<file path="config.mk">
export PLATFORM = sky130hd
export DESIGN_NAME = gray_to_rgb565_ci_flat
export DESIGN_NICKNAME = d
export VERILOG_FILES = /design/src/rtl/gray_to_rgb565_ci_if.sv /design/src/rtl/gray_to_rgb565_ci.sv /design/src/flat_wrapper.sv
export SDC_FILE = /design/constraint.sdc
export NUM_CORES = 1
export LEC_CHECK = 0
export CORE_ASPECT_RATIO = 0.6
export CORE_UTILIZATION = 25
export DETAILED_ROUTE_END_ITERATION = 16
export GPL_TIMING_DRIVEN = 0
export PLACE_DENSITY = 0.49
export SETUP_SLACK_MARGIN = 0.5
export SKIP_LAST_GASP = 1
export SYNTH_ARGS = -nofsm -noshare
export SYNTH_HDL_FRONTEND = slang
export SYNTH_SLANG_ARGS = --single-unit
</file>
<file path="constraint.sdc">
create_clock -name clock -period 2.7 [get_ports clock]
set_input_delay 0.405 -clock clock [delete_from_list [all_inputs] [get_ports clock]]
set_output_delay 0.405 -clock clock [all_outputs]
set_load 0.01 [all_outputs]
</file>
<file path="src/rtl/gray_to_rgb565_ci_if.sv">
// Custom-instruction bus bundle shared by the CPU (master) and the
// grayscale-to-RGB565 expander (slave).
interface gray_to_rgb565_ci_if;
    logic        start;
    logic [7:0]  ciN;
    logic [31:0] valueA;
    logic [31:0] valueB;
    logic        done;
    logic [31:0] result;

    modport master (
        output start,
        output ciN,
        output valueA,
        output valueB,
        input  done,
        input  result
    );

    modport slave (
        input  start,
        input  ciN,
        input  valueA,
        input  valueB,
        output done,
        output result
    );
endinterface

</file>
<file path="src/rtl/gray_to_rgb565_ci.sv">
// Grayscale-to-RGB565 custom instruction.
// Software LOADs packed gray bytes into an 8-deep sample FIFO, then each
// READ pops two samples and returns two RGB565 pixels in one 32-bit word.
// LOAD/STATUS/CLEAR answer one cycle after accept; READ answers after two.
module gray_to_rgb565_ci #(
    parameter logic [7:0] customInstructionId = 8'h00
) (
    input  logic                 clock,
    input  logic                 reset,
    gray_to_rgb565_ci_if.slave   bus
);

    typedef enum logic [1:0] {
        OP_LOAD   = 2'd0,
        OP_READ   = 2'd1,
        OP_STATUS = 2'd2,
        OP_CLEAR  = 2'd3
    } op_e;

    // ST_CONV is the single busy cycle between READ accept and its done cycle.
    typedef enum logic {
        ST_IDLE = 1'b0,
        ST_CONV = 1'b1
    } state_e;

    // Expand one gray sample to R5 G6 B5 by replicating its top bits.
    function automatic logic [15:0] to_rgb565(input logic [7:0] g);
        return {g[7:3], g[7:2], g[7:3]};
    endfunction

    // Sample storage and FIFO bookkeeping.
    logic [7:0]  mem [8];
    logic [2:0]  wr_ptr;
    logic [2:0]  rd_ptr;
    logic [3:0]  count;

    // Instruction decode.
    state_e      state;
    state_e      state_next;
    logic        accept;
    op_e         op;
    logic        load_ok;
    logic        pop_ok;
    logic        err;
    logic [3:0]  count_after;

    // READ pipeline: the two popped samples and whether the pop happened.
    logic [7:0]  s0;
    logic [7:0]  s1;
    logic        rd_ok;

    // Registered response.
    logic        done_q;
    logic [31:0] result_q;

    // Precomputed wrapped pointer offsets.
    logic [2:0]  wr_p1;
    logic [2:0]  wr_p2;
    logic [2:0]  wr_p3;
    logic [2:0]  rd_p1;

    // Only the opcode bits of valueB carry meaning.
    logic        unused_opcode_bits;

    assign op      = op_e'(bus.valueB[1:0]);
    assign load_ok = (count <= 4'd4);
    assign pop_ok  = (count >= 4'd2);
    assign wr_p1   = wr_ptr + 3'd1;
    assign wr_p2   = wr_ptr + 3'd2;
    assign wr_p3   = wr_ptr + 3'd3;
    assign rd_p1   = rd_ptr + 3'd1;

    assign unused_opcode_bits = ^bus.valueB[31:2];

    // The bus is ORed with other blocks, so result must be zero outside done.
    assign bus.done   = done_q;
    assign bus.result = done_q ? result_q : 32'd0;

    // Control FSM state register.
    always_ff @(posedge clock or negedge reset) begin
        if (!reset) begin
            state <= ST_IDLE;
        end else begin
            // NOTE: every clocked assignment is non-blocking so all registers
            // see the pre-edge values of their inputs, independent of order.
            state <= state_next;
        end
    end

    // Next-state and accept decode; starts are filtered while a READ is busy.
    always_comb begin
        // NOTE: defaults first so no path leaves an output unassigned,
        // which would otherwise infer a latch.
        state_next = state;
        accept     = 1'b0;
        unique case (state)
            ST_IDLE: begin
                if (bus.start && (bus.ciN == customInstructionId)) begin
                    accept = 1'b1;
                    if (op == OP_READ) begin
                        state_next = ST_CONV;
                    end
                end
            end
            ST_CONV: begin
                state_next = ST_IDLE;
            end
            default: begin
                state_next = ST_IDLE;
            end
        endcase
    end

    // Status word contents: the count the op leaves behind and the error flag.
    always_comb begin
        count_after = count;
        err         = 1'b0;
        unique case (op)
            OP_LOAD: begin
                if (load_ok) begin
                    count_after = count + 4'd4;
                end else begin
                    err = 1'b1;
                end
            end
            OP_CLEAR:  count_after = 4'd0;
            OP_READ:   count_after = count;
            OP_STATUS: count_after = count;
            default:   count_after = count;
        endcase
    end

    // Sample storage writes; a LOAD is all-or-nothing.
    always_ff @(posedge clock) begin
        // NOTE: the sample array is deliberately left out of reset; its
        // contents are unreachable until rewritten, and skipping reset lets
        // it map onto plain storage.
        if (accept && (op == OP_LOAD) && load_ok) begin
            mem[wr_ptr] <= bus.valueA[7:0];
            mem[wr_p1]  <= bus.valueA[15:8];
            mem[wr_p2]  <= bus.valueA[23:16];
            mem[wr_p3]  <= bus.valueA[31:24];
        end
    end

    // FIFO pointers, READ pipeline and response register.
    always_ff @(posedge clock or negedge reset) begin
        if (!reset) begin
            wr_ptr   <= 3'd0;
            rd_ptr   <= 3'd0;
            count    <= 4'd0;
            s0       <= 8'd0;
            s1       <= 8'd0;
            rd_ok    <= 1'b0;
            done_q   <= 1'b0;
            result_q <= 32'd0;
        end else begin
            done_q <= 1'b0;

            if (accept) begin
                unique case (op)
                    OP_LOAD: begin
                        if (load_ok) begin
                            wr_ptr <= wr_ptr + 3'd4;
                            count  <= count + 4'd4;
                        end
                        done_q   <= 1'b1;
                        result_q <= {27'd0, err, count_after};
                    end
                    OP_READ: begin
                        // Samples are captured even on underflow; rd_ok
                        // masks them out of the result.
                        s0    <= mem[rd_ptr];
                        s1    <= mem[rd_p1];
                        rd_ok <= pop_ok;
                        if (pop_ok) begin
                            rd_ptr <= rd_ptr + 3'd2;
                            count  <= count - 4'd2;
                        end
                    end
                    OP_STATUS: begin
                        done_q   <= 1'b1;
                        result_q <= {27'd0, err, count_after};
                    end
                    OP_CLEAR: begin
                        wr_ptr   <= 3'd0;
                        rd_ptr   <= 3'd0;
                        count    <= 4'd0;
                        rd_ok    <= 1'b0;
                        done_q   <= 1'b1;
                        result_q <= 32'd0;
                    end
                    default: begin
                        done_q <= 1'b0;
                    end
                endcase
            end

            // Second READ stage: convert the captured pair and answer.
            if (state == ST_CONV) begin
                done_q   <= 1'b1;
                result_q <= rd_ok ? {to_rgb565(s1), to_rgb565(s0)} : 32'd0;
            end
        end
    end

endmodule

</file>
<file path="src/flat_wrapper.sv">
// flat-port wrapper written by rule: the top's interface ports become plain ports
module gray_to_rgb565_ci_flat 
#(
    parameter logic [7:0] customInstructionId = 8'h00
)
  (clock, reset, bus_start, bus_ciN, bus_valueA, bus_valueB, bus_done, bus_result);
  gray_to_rgb565_ci_if bus_i ();
  input  logic clock;
  input  logic reset;
  input wire logic [$bits(bus_i.start)-1:0] bus_start;
  input wire logic [$bits(bus_i.ciN)-1:0] bus_ciN;
  input wire logic [$bits(bus_i.valueA)-1:0] bus_valueA;
  input wire logic [$bits(bus_i.valueB)-1:0] bus_valueB;
  output wire logic [$bits(bus_i.done)-1:0] bus_done;
  output wire logic [$bits(bus_i.result)-1:0] bus_result;
  assign bus_i.start = bus_start;
  assign bus_i.ciN = bus_ciN;
  assign bus_i.valueA = bus_valueA;
  assign bus_i.valueB = bus_valueB;
  assign bus_done = bus_i.done;
  assign bus_result = bus_i.result;
  gray_to_rgb565_ci #(.customInstructionId(customInstructionId)) u_core (.clock(clock), .reset(reset), .bus(bus_i));
endmodule
</file>
== After elaboration in Yosys (flattened, before gate mapping) ==
Memory sizes are Yosys's and may differ from the RTL's. A register that Yosys moved wholly into a read port is not among the register bits.
Index checks and enable logic that the tools add are counted.
Storage, ports and cells
  flip-flop bits (word level): 45
  RAM bits: 64
  memories: 1
Memories
  u_core.mem: depth 8, bits a word 8, rd ports 2, clocked after memory_dff 2, write ports 4, line gray_to_rgb565_ci.sv:32  | logic [7:0] mem [8];
Operators by class
  $add $sub $neg: 8
  magnitude comparators: 2
  equality and inequality tests: 5
  muxes and demuxes: 26
  bitwise logic cells: 1
  reduce and logical (&&, ||, !) cells: 20
Operators by type and width (number)
  $mux W32: 4
  $pmux W32 S2: 1
  $mux W4: 3
  $pmux W3 S2: 2
  $pmux W4 S3: 1
  $mux W1: 11
  $add A3 B2 Y3 const B: 3
  $reduce_and A3 Y1: 3
  $logic_not A8 Y1: 1
  $add A3 B1 Y3 const B: 2
  $mux W3: 2
  $reduce_and A2 Y1: 3
  $reduce_bool A2 Y1: 3
  $reduce_bool A3 Y1: 2
  $add A4 B3 Y4 const B: 1
  $eq A2 B2 Y1 const B: 2
  $ge A4 B2 Y1 const B: 1
  $le A4 B3 Y1 const B: 1
  $ne A2 B1 Y1 const B: 2
  $pmux W1 S2: 2
  $sub A4 B2 Y4 const B: 1
  $add A3 B3 Y3 const B: 1
  $logic_and A1 B1 Y1: 3
  $reduce_or A3 Y1: 1
  5 further kinds: 6

== Longest topological paths before layout ==
  depth in word-level cells: 8
  gate-level depth with buffers: 8
  depth with buffers taken out: 6

== Worst setup path before layout ==
OpenSTA, ideal clock, no wires.
  path kind: flip-flop to flip-flop
  start point: register u_core.count[3]
  end point: memory u_core.mem[4][2], enable pin
  arrival: 1817 ps
  required time: 2380 ps
  slack: 563 ps
  stages on the path, launching flop included: 7
  path buffers: 1
  clock period less this slack: 2137 ps
  cell sequence: dfrtp_1 -> inv_1 -> ha_1 -> mux2_4 -> nor3_2 -> clkbuf_1 -> and2_1
RTL lines
  start, declared: line gray_to_rgb565_ci.sv:35  | logic [3:0] count;
  start signal, assigned: line gray_to_rgb565_ci.sv:165  | count <= count + 4'd4;
  start signal, assigned: line gray_to_rgb565_ci.sv:178  | count <= count - 4'd2;
  end, declared: line gray_to_rgb565_ci.sv:32

==> out/metrics.cfg <==
[power_and_ir_drop]
fin_total_pwr_mw = 2.78
seq_power_share_pct = 50.5
pwr-share-comb_pct = 6.3
internal_power_mw = 2.20
ir_drop_v = 0.000239
clkPwrFrac_pct = 43.2
cellLeakagePower_nw = 2.37
switching_share_pct = 21.1
p_per_area_nw_per_um2 = 480
switchingPower_mw = 0.588

[synth]
seq_area_frac_synth_pct = 54.3
synth_edf_count = 48
synth_flop_cell = edfxtp_1
synthArstFlopShare_pct = 44.2
ys_seq_elements = 86
syn_inst = 364
synth_area_per_cell_um2 = 12.1
ys_types = 43
netlist_area_um2 = 4410
ys_warn_count = 0
mappedNetlistNets = 448

[finish]
fin_util_pct = 33.8
final_cell_mix = 68 x clkdlybuf4s50_1, 48 x edfxtp_1, 35 x dfrtp_1, 28 x o21ai_0, 25 x nand3_1
final_layout_size_suffix_gt1_share_pct = 21.6
fill_cells = 1715
layout-area-overhead-vs-synth_pct = 31.6
fin_nets = 533
antenna_cells = 0
design_area_um2 = 5800
final_common_cell = clkdlybuf4s50_1

[timing]
finalMaxSlewViolations = 0
hold_violations = 0
whs_ns = 0.181
timing.final.crit_share_pct = 79.3
setup_viol = 0
fin_crit_ns = 2.14
max_slew.worst_pin.slew_ns = 0.859
clock_skew_ns = 0.00827
rsz0062_at_grt = yes
finalSetupTns_ns = 0
timing.fmax_mhz = 467
slew_headroom_pct = 42.7

[die]
coreArea_um2 = 17200
rows = 37
ios = 108
dieArea_um2 = 18200
die_y_um = 105
initial_utilization_pct = 25.7
die_w_um = 173

[critical_path]
r2r_setup_slack_ns = 0.56
r2r_end = u_core.mem[4][4]
crit_type = input pin to flop
r2r_cells = 6
worst-path-max-fanout = 10
worstPathArrival_ns = 2.35
cp.required_ns = 2.91
cp-start-kind = input pin
endpoint_kind = flop
rr_startpoint = u_core.count[3]

[job]
cap_violations = 0

[global_route]
grt_pass1_vias = 3074
grt.overflow.total = 0
grt_pass1_wl_um = 17900
grt_use_total_pct = 13.2
grt_max_degree = 39
antenna_found_initial = 0

[cts]
cts_buffer_depth = 2
htree_levels = 3
cts_tree = done
clk-insertion-delay-late_ns = 0.34
clkSlewWorstSetupHoldPaths_ns = 0.06
root_buffer = clkbuf_16
cts_sinks = 86
cts_buffers = 9

[routing]
vias = 3027
wl_per_cell_um = 16.6
ant_nets = 0
first_pass_iters = 4
viasPerCell = 4.41
drcViolationCount = 0
drt_iter0_drc = 248
totalWireLength_um = 11400

[placed_design]
place_area_um2 = 5390
io_buffers = 69
gp_congestion = 0.798
dp_hpwl_um = 8660

[outcome]
status = complete, no violations

[worst_hold_path]
hp-class = input pin to asynchronous set/reset pin

==> metrics by stage <==
step | instances | worst slack, ns
after floorplan | 364 | 0.563
after global placement | 667 | -0.166
after detailed placement | 667 | -0.282
after CTS | 685 | 0.526
after global routing | 687 | 0.484
final | 687 | 0.560
==> flip-flops by register name (all words and copies together), names as in the netlist <==
signal / cells
u_core.bus.done: 1
u_core.rd_ok: 1
u_core.s0: 6
u_core.state: 1
u_core.s1: 6
u_core.rd_ptr: 2
u_core.count: 3
u_core.mem: 48
u_core.wr_ptr: 1
u_core.result_q: 17
==> kinds of logic after synthesis <==
kind of cell	Yosys count	synth area share, %
AO/OA/AOI/OAI	84	12.5
adder cells (fa/ha/maj)	9	2.56
buffers and inverters	67	7.98
flip-flops	86	54.3
multiplexers	25	10.4
AND/OR/NAND/NOR	93	12.3
==> cell usage after synthesis (2+ instances only) <==
library cell   n  share of area [%]
dfrtp_1       38                 22
edfxtp_1      48                 33
a21oi_1       12                1.4
a41oi_1        2               0.40
inv_1         18                1.5
a22oi_1        2               0.34
mux4_2        12                6.1
buf_2          5               0.57
o21ai_0       28                3.2
a31oi_1        2               0.28
nand2b_1       2               0.28
clkbuf_1      23                2.0
a21o_1        20                3.4
ha_1           9                2.6
nand2_1       11               0.94
buf_4         17                2.9
nand3_1       25                2.8
nor4b_1        2               0.40
mux2_2         2               0.51
nor3_1         5               0.57
buf_6          4                1.0
nor4_1         2               0.28
and2_1        28                4.0
nor2b_1        4               0.57
nor2_1         5               0.43
a22o_1        11                2.2
mux2_4        11                3.7
==> how the worst max path moves through the flow <==
stage,from,end,slack (ns),cells past startpoint
after floorplan,u_core.count[3],u_core.mem[4][2],0.56,6
after global placement,bus_valueB[0],u_core.mem[4][2],-0.17,7
after detailed placement,bus_valueB[0],u_core.mem[6][4],-0.28,9
after CTS,u_core.count[2],u_core.mem[6][4],0.53,7
after global routing,bus_ciN[7],u_core.mem[1][6],0.48,8
final,bus_ciN[7],u_core.mem[1][3],0.56,8
==> worst max-delay path, stage by stage <==
cell	delay (ns)
clkdlybuf4s50_1	0.45
nor4_4	0.40
and4b_2	0.34
buf_8	0.15
and2_1	0.14
buf_6	0.15
buf_6	0.16
a21o_1	0.13
==> metal layers <==
metal	up-vias	GRT usage [%]	share of wire, %
met5	-	0	0
met4	0	3.35	1.0
met3	16	3.53	6.7
met2	110	17.8	39
met1	1427	20.2	53
li1	1474	-	-
==> power groups by stage <==
stage	Combinational (mW)	Sequential (mW)	Clock [mW]
after floorplan	0.0725	1.43	0
after global placement	0.168	1.43	0
after detailed placement	0.170	1.43	0
after CTS	0.174	1.41	1.23
after global routing	0.193	1.41	1.29
final	0.175	1.41	1.20
==> what timing repair did <==
| item | in CTS | in global routing |
|---|---|---|
| pin swaps | 1 | 1 |
| hold endpoints to repair | 0 | 0 |
| resized for setup | 27 | 7 |
| buffers inserted | 3 | 2 |
| hold buffers | 0 | 0 |
| setup endpoints to repair | 99 | 74 |
==> final cells by class <==
cell class              count  area (um2)  share of cell area (%)
plain buffers              49         317                    5.46
clock buffers              12         272                    4.68
clock inverters             3        16.3                   0.280
inverters                  18        67.6                    1.17
multi-input cells         211        1720                    29.6
flip-flops and latches     86        2400                    41.3
well taps                 234         293                    5.05
repair buffers             74         723                    12.5
Power figures use the tool's default switching activity.
